### src/rtl/day01_stream_solver.sv
// day01_stream_solver: byte-stream dial solver; DAY01_STREAM_STATS_EN adds record_count/busy_cycles
module day01_stream_solver #(
  parameter int DIAL_SIZE = 100,
  parameter int START_POS = 50,
  parameter int AMT_WIDTH = 20,
  parameter int OUTPUT_DATA_WIDTH = 16,
  parameter int POS_WIDTH = $clog2(DIAL_SIZE)
) (
  input  logic                         clk,
  input  logic                         rst,
  input  logic [7:0]                   in_data,
  input  logic                         in_valid,
  input  logic                         in_last,
  output logic                         in_ready,
  output logic [OUTPUT_DATA_WIDTH-1:0] part1_result,
  output logic [OUTPUT_DATA_WIDTH-1:0] part2_result,
  output logic [POS_WIDTH-1:0]         dial_pos,
  output logic                         err,
  output logic                         done
`ifdef DAY01_STREAM_STATS_EN
  ,
  output logic [OUTPUT_DATA_WIDTH-1:0] record_count,
  output logic [31:0]                  busy_cycles
`endif
);
  typedef enum logic [1:0] {PARSE, REDUCE, APPLY, DONE} state_t;
  localparam logic [AMT_WIDTH:0] DS_A = (AMT_WIDTH+1)'(DIAL_SIZE);
  localparam logic [POS_WIDTH:0] DS_P = (POS_WIDTH+1)'(DIAL_SIZE);
  state_t state, state_n;
  logic [POS_WIDTH-1:0] pos, pos_n;
  logic [AMT_WIDTH-1:0] amt, amt_n;
  logic [OUTPUT_DATA_WIDTH-1:0] p1_n, p2_n;
  logic err_n, pend, pend_n, dir, dir_n, eos, eos_n, live;
  logic acc, is_l, is_r, is_dig, is_nl, ovf, wrap;
  logic [AMT_WIDTH+3:0] amt_x;
  logic [POS_WIDTH:0] pw, rw, sum, nxt;
  assign in_ready = live && state == PARSE;
  assign done = state == DONE;
  assign dial_pos = pos;
  assign acc = in_valid && in_ready;
  assign is_l = in_data == 8'h4c;
  assign is_r = in_data == 8'h52;
  assign is_dig = in_data >= 8'h30 && in_data <= 8'h39;
  assign is_nl = in_data == 8'h0a;
  assign amt_x = {4'd0, amt} * (AMT_WIDTH+4)'(10) + (AMT_WIDTH+4)'(in_data[3:0]);
  assign ovf = |amt_x[AMT_WIDTH+3:AMT_WIDTH];
  // APPLY only ever sees amt < DIAL_SIZE, so the low bits carry the full residual
  assign pw = {1'b0, pos};
  assign rw = {1'b0, amt[POS_WIDTH-1:0]};
  assign sum = pw + rw;
  assign wrap = dir ? sum >= DS_P : (rw != '0 && pw != '0 && rw >= pw);
  assign nxt = dir ? (wrap ? sum - DS_P : sum) : (rw > pw ? pw + DS_P - rw : pw - rw);
  always_comb begin
    state_n = state;
    pos_n = pos;
    amt_n = amt;
    p1_n = part1_result;
    p2_n = part2_result;
    err_n = err;
    pend_n = pend;
    dir_n = dir;
    eos_n = eos;
    case (state)
      PARSE: if (acc) begin
        if (is_l || is_r) begin
          dir_n = is_r;
          amt_n = '0;
          pend_n = 1'b1;
          err_n = err | pend;
        end else if (is_dig) begin
          amt_n = !pend ? amt : ovf ? '1 : amt_x[AMT_WIDTH-1:0];
          err_n = err | !pend | ovf;
        end
        eos_n = in_last;
        if (pend_n && (is_nl || in_last)) state_n = {1'b0, amt_n} >= DS_A ? REDUCE : APPLY;
        else if (in_last) state_n = DONE;
      end
      REDUCE: begin
        amt_n = amt - DS_A[AMT_WIDTH-1:0];
        p2_n = part2_result + 1'b1;
        state_n = {1'b0, amt_n} >= DS_A ? REDUCE : APPLY;
      end
      APPLY: begin
        pos_n = nxt[POS_WIDTH-1:0];
        p2_n = part2_result + OUTPUT_DATA_WIDTH'(wrap);
        p1_n = part1_result + OUTPUT_DATA_WIDTH'(nxt == '0);
        pend_n = 1'b0;
        state_n = eos ? DONE : PARSE;
      end
      DONE: ;
    endcase
  end
  always_ff @(posedge clk or negedge rst) begin
    if (!rst) begin
      state <= PARSE;
      pos <= POS_WIDTH'(START_POS);
      amt <= '0;
      part1_result <= '0;
      part2_result <= '0;
      err <= 1'b0;
      pend <= 1'b0;
      dir <= 1'b0;
      eos <= 1'b0;
      live <= 1'b0;
    end else begin
      state <= state_n;
      pos <= pos_n;
      amt <= amt_n;
      part1_result <= p1_n;
      part2_result <= p2_n;
      err <= err_n;
      pend <= pend_n;
      dir <= dir_n;
      eos <= eos_n;
      live <= 1'b1;
    end
  end
`ifdef DAY01_STREAM_STATS_EN
  always_ff @(posedge clk or negedge rst) begin
    if (!rst) begin
      record_count <= '0;
      busy_cycles <= '0;
    end else begin
      record_count <= record_count + OUTPUT_DATA_WIDTH'(state == APPLY);
      busy_cycles <= busy_cycles + 32'(state != DONE);
    end
  end
`endif
endmodule

### config.mk
export PLATFORM = sky130hd
export DESIGN_NAME = day01_stream_solver
export DESIGN_NICKNAME = d
export VERILOG_FILES = /design/src/rtl/day01_stream_solver.sv
export SDC_FILE = /design/constraint.sdc
export NUM_CORES = 1
export LEC_CHECK = 0
export CAP_MARGIN = 20
export CELL_PAD_IN_SITES_DETAIL_PLACEMENT = 0
export CELL_PAD_IN_SITES_GLOBAL_PLACEMENT = 1
export CORE_ASPECT_RATIO = 0.6
export CORE_MARGIN = 5
export CORE_UTILIZATION = 41
export DETAILED_ROUTE_END_ITERATION = 16
export PLACE_DENSITY_LB_ADDON = 0.1
export SYNTH_ARGS = -nofsm -noshare
export SYNTH_HDL_FRONTEND = slang
export SYNTH_SLANG_ARGS = --single-unit
### constraint.sdc
create_clock -name clk -period 4.6 [get_ports clk]
set_clock_uncertainty 0.15 [all_clocks]
set_input_delay 0.46 -clock clk [delete_from_list [all_inputs] [get_ports clk]]
set_output_delay 0.46 -clock clk [all_outputs]
set_load 0.01 [all_outputs]
; Yosys cells after proc, flatten, opt, wreduce, memory -nomap -nowiden
; Index checks and enable logic that the tools add are counted.
[word_totals]
regBits = 66
inputBits = 12
output_inout_bits = 42
wordCells = 91
[op_classes]
add_sub_neg = 10
multipliers = 1
order_cmp = 7
n_eq_ne = 8
muxes = 27
bitwise_logic = 3
n_reduce_logical = 25
[ops]
columns = cell, n
row1 = 2-to-1 mux 20 bit, 7
row2 = >= comparator 20 x 7 -> 1 bit (second input constant), 2
row3 = case mux 20 bit (2 select lines), 1
row4 = adder 16 x 1 -> 16 bit, 2
row5 = case mux 16 bit (2 select lines), 1
row6 = adder 24 x 4 -> 24 bit, 1
row7 = 2-to-1 mux 8 bit, 3
row8 = multiplier 20 x 3 -> 23 bit (second input constant), 1
row9 = subtractor 20 x 7 -> 20 bit (second input constant), 1
row10 = adder 16 x 1 -> 16 bit (second input constant), 1
row11 = == test 8 x 7 -> 1 bit (second input constant), 2
row12 = nonzero test 8 bit, 2
row13 = 2-to-1 mux 2 bit, 6
row14 = AND reduction 3 bit, 3
row15 = adder 7 x 7 -> 8 bit, 1
row16 = adder 7 x 7 -> 8 bit (second input constant), 1
row17 = == test 8 x 4 -> 1 bit (second input constant), 1
row18 = >= comparator 8 x 6 -> 1 bit (second input constant), 1
row19 = >= comparator 8 x 7 -> 1 bit (second input constant), 1
row20 = less-or-equal comparator 8 x 6 -> 1 bit (second input constant), 1
row21 = logical NOT 8 bit, 1
row22 = nonzero test 2 bit, 4
row23 = subtractor 7 x 7 -> 8 bit, 1
row24 = subtractor 8 x 7 -> 8 bit, 1
row25 = 18 further kinds, 35

; Logic depth before layout (Yosys ltp)
[logic_depth]
depth_word = 14
mapped_depth = 23

; Least setup slack after synthesis
; Ideal clock, no wire load.
[synth_timing]
path_kind = reg-to-reg
from = reg pos[2], in the netlist dial_pos[2]
to = reg part1_result[14]
setup_time_ns = 0.125
t_arrival_ns = 4.245
required_time_ns = 4.325
slack_ns = 0.080
stages_incl_launch_ff = 24
n_path_buf = 1
path_cell_list = dfrtp_1 -> inv_1 -> ha_1 -> clkbuf_1 -> inv_1 -> o21a_1 -> nor2_1 -> xnor2_1 -> inv_1 -> ha_1 -> inv_1 -> or2_2 -> o221ai_1 -> nand4_1 -> mux2_2 -> a21oi_1 -> nand4_1 -> nor3_1 -> ha_1 -> ha_1 -> and3_1 -> nor2b_1 -> nand3_1 -> xnor2_1
[synth_via]
elab_chain_cells = 8
[synth_rtl]
columns = item, line
row1 = start: declaration, 30  ; logic [POS_WIDTH-1:0] pos, pos_n;
row2 = start signal: assignment, 96  ; pos <= POS_WIDTH'(START_POS);
row3 = start signal: assignment, 107  ; pos <= pos_n;
row4 = branches (longest 5 deep; another with adder 7 x 7 -> 8 bit), --
row5 = 2-to-1 mux 8 bit (*), 52  ; assign nxt = dir ? (wrap ? sum - DS_P : sum) : (rw > pw ? pw + DS_P - rw : pw - rw);
row6 = logical NOT 8 bit (*), 86  ; p1_n = part1_result + OUTPUT_DATA_WIDTH'(nxt == '0);
row7 = adder 16 x 1 -> 16 bit (*), 86
row8 = end signal: assignment, 109  ; part1_result <= p1_n;
row9 = end: declaration, 15  ; output logic [OUTPUT_DATA_WIDTH-1:0] part1_result,
; Every way passes the cells marked *.
; A chain may end at the register's enable or synchronous reset.

; Worst setup path in the final report
[layout_timing]
from = reg pos[1], in the netlist dial_pos[1]
to = reg part1_result[12]
; The elaborated chain is that of the path after synthesis.

==> summary.md <==
| Metric | Value |
|---|---|
| IR Drop Worst-Case VDD | 0.1395 mV |
| Fin. Hold Viols | 0 |
| Pleak | 3.793 nW |
| Worst Path Max Fanout | 5 |
| First-pass GRT wire length | 35.90 mm |
| Final HPWL DP | 18.01 mm |
| Fmax | 224.8 MHz |
| Hold Crit Class | in -> async |
| Max Slew Vio Count | 0 |
| Clock-pin slew on the worst setup and hold paths | 0.07 ns |
| Max_cap viols | 0 |
| Setup slack, reg-to-reg | 0.15 ns |
| Top_reg_cell synth | dfrtp_1 |
| Share of cells above drive strength 1 | 0.1642 |
| WP data arrival | 4.53 ns |
| Vias/cell | 5.816 |
| Clock Latency Late Sink | 0.34 ns |
| Register bit total from synthesis | 66 |
| CTS tree | built |
| Antenna cell count | 0 |
| Area added between synthesis and finish | 25.42% |
| Die ar. | 0.01934 sq mm |
| Status | finished, final reports clean |
| Seq/Total Area, Yosys | 0.2436 |
| Drc violations | 0 |
| Nets | 1,043 |
| Horiz. Die Dim | 176.2 um |
| CTS hold repair buffers | 0 |
| GRT overflow | 0 |
| Final Setup Violations | 0 |
| Gr usage total | 0.2367 |
| Commonest non-fill, non-tap cells in the layout | 74 x ha_1, 72 x buf_4, 71 x a21oi_1 |
| Vias in the first global route | 6,222 |
| Final worst-path setup slack | 0.1518 ns |
| Clock root cell | clkbuf_16 |
| Cts bufs inserted | 9 |
| Slew headroom | 0.3437 |
| Async SR Flop Fraction | 1.000 |
| Final Non-Filler Cells | 1,178 |
| CP startpoint kind | flop |
| Synthesized cell area | 0.006797 sq mm |
| Most common cell after layout, fill and taps aside | ha_1 |
| Syn_nets | 935 |
| Wire length per cell | 19.51 um |
| Sinks on Clock Net | 66 |
| Pre-CTS WS | -0.07316 ns |
| Crit path capture type | flop |
| Number of top-level pins | 54 |
| Final Cycle Share | 0.9670 |
| Pre-Repair DR Iteration Count | 5 |
| Pin count of the biggest net entering global routing | 38 |
| Placed cells | 1,158 |
| Via Count | 6,851 |
| Final min period | 4.448 ns |
| Yosys cell types | 72 |
| Mapped Cells | 837 |
| PwrDens | 160.6 mW/mm^2 |
| Gpl congestion | 0.9264 |
| Starting DRT DRC Count | 697 |
| Core area | 0.01626 sq mm |
| H-tree depth | 3 |
| Pwr Total | 1.369 mW |
| YS warnings | 0 |
| Post-route antenna net violation count | 0 |
| EDFF count, synth | 0 |
| Rows | 36 |
| Crit path kind | reg -> reg |
| IO buf count | 53 |
| Die H | 109.7 um |
| WP data required | 4.68 ns |
| Max Root-Sink Buffers | 2 |
| Post-Route WL | 22.98 mm |
| Synth Area per Inst | 8.120 sq um |
| Initial antenna violation count | 0 |
| Worst slew pin tran | 0.9845 ns |
| Initial cell density of the core | 0.4180 |
flip-flops by register name, indices dropped and copies added (netlist names):
signal / flops
amt: 20
part1_result: 16
part2_result: 16
dial_pos: 7
state: 2
dir: 1
eos: 1
err: 1
live: 1
pend: 1
metrics by stage:
step / util / TNS [ns] / hold WS, ns / cell area [sq um]
2_1_floorplan: - / 0 / 0.01441 / 6797
3_3_place_gp: 0.4925 / -0.6147 / 0.3110 / 8008
3_5_place_dp: 0.4925 / -0.3364 / 0.3215 / 8008
4_1_cts: 0.5115 / 0 / 0.1640 / 8318
5_1_grt: 0.5242 / -0.3699 / 0.2017 / 8524
6_report: 0.5242 / 0 / 0.1300 / 8524
power breakdown:
group / switching, mW / internal, mW
combinational: 0.0349 / 0.0190
sequential: 0.000386 / 0.581
clock: 0.308 / 0.425
logic make-up (layout without fill, tap and decap cells):
logic type                 count (synthesis)  after routing  share of synthesized area
other                                      1              1                  0.0005518
adders and majority gates                 87             87                     0.1686
xor gates and xnor gates                  73             73                    0.09628
and+or+nand+nor                          266            266                     0.1968
AOI/OAI and AO/OA                        253            253                     0.2323
DFF                                       66             66                     0.2436
muxes                                      8              8                    0.01289
buffers and inverters                     83            196                    0.04897
Yosys cell counts (all sizes together), types with 3 or more instances:
master	count	area share
a21o	12	0.013
a22oi	3	0.0033
a211oi	10	0.015
nor2b	5	0.0046
nand4	16	0.015
nor4	7	0.0083
or3	9	0.0090
nor3	25	0.019
mux2	6	0.0099
a21oi	76	0.057
o31ai	5	0.0055
and4	3	0.0039
fa	8	0.024
o2111ai	4	0.0052
o21a	7	0.0077
and2	7	0.0064
nand2b	8	0.0074
o221ai	7	0.0090
o21ai	75	0.056
nor4b	3	0.0039
buf	7	0.0070
xor2	22	0.029
o211ai	8	0.0088
clkbuf	22	0.012
and3	20	0.018
inv	54	0.030
nand3	28	0.021
nor2	62	0.034
or2	4	0.0037
xnor2	51	0.067
nand2	62	0.034
o22ai	6	0.0055
a31oi	16	0.015
ha	78	0.14
o21bai	5	0.0055
dfstp	3	0.012
dfrtp	63	0.23
cell type report:
cell class                 instances  area (sq um)
inverter                          54         202.7
clock buffer                       9         225.2
tap                              228         285.3
timing repair buffer             126          1086
multi-input combinational        688          4991
sequential                        66          1657
clock inverter                     7         77.57
fill                            1523          7736
critical path: stages (launching register included):
cell and delay, ns:
dfstp_2 0.58, inv_2 0.08, fa_2 0.40, xor2_1 0.19
inv_1 0.14, ha_4 0.16, inv_1 0.03, or2_2 0.30
o221ai_2 0.18, nand4_1 0.15, buf_4 0.21, buf_4 0.13
xnor2_1 0.14, o21ai_0 0.21, nand4_1 0.13, nor3_2 0.16
ha_2 0.22, ha_2 0.18, and3_4 0.18, nor2b_4 0.18
nand3_1 0.11, xnor2_1 0.14
repair_timing:
action	CTS	global route
pin swaps	0	9
resized for setup	4	40
endpoints found under the setup margin	6	28
setup buffers	0	4
metal layers:
metal	wire (um)	up-vias	GRT usage
met1	12290	3264	0.4039
met5	0	-	0
li1	-	3261	-
met3	2147	16	0.04364
met2	8426	310	0.3025
met4	121	0	0.02725
worst paths after layout:
path                             startpoint                to  cells after the start
worst max register to register  dial_pos[1]  part1_result[12]                     21
worst max-delay path            dial_pos[1]  part1_result[12]                     21
min in group clk                        eos               eos                      2
worst min-delay path                    rst       dial_pos[2]                      1
max in group asynchronous               rst  part2_result[15]                      2
worst min register to register          eos               eos                      2
Power figures use the tool's default switching activity.
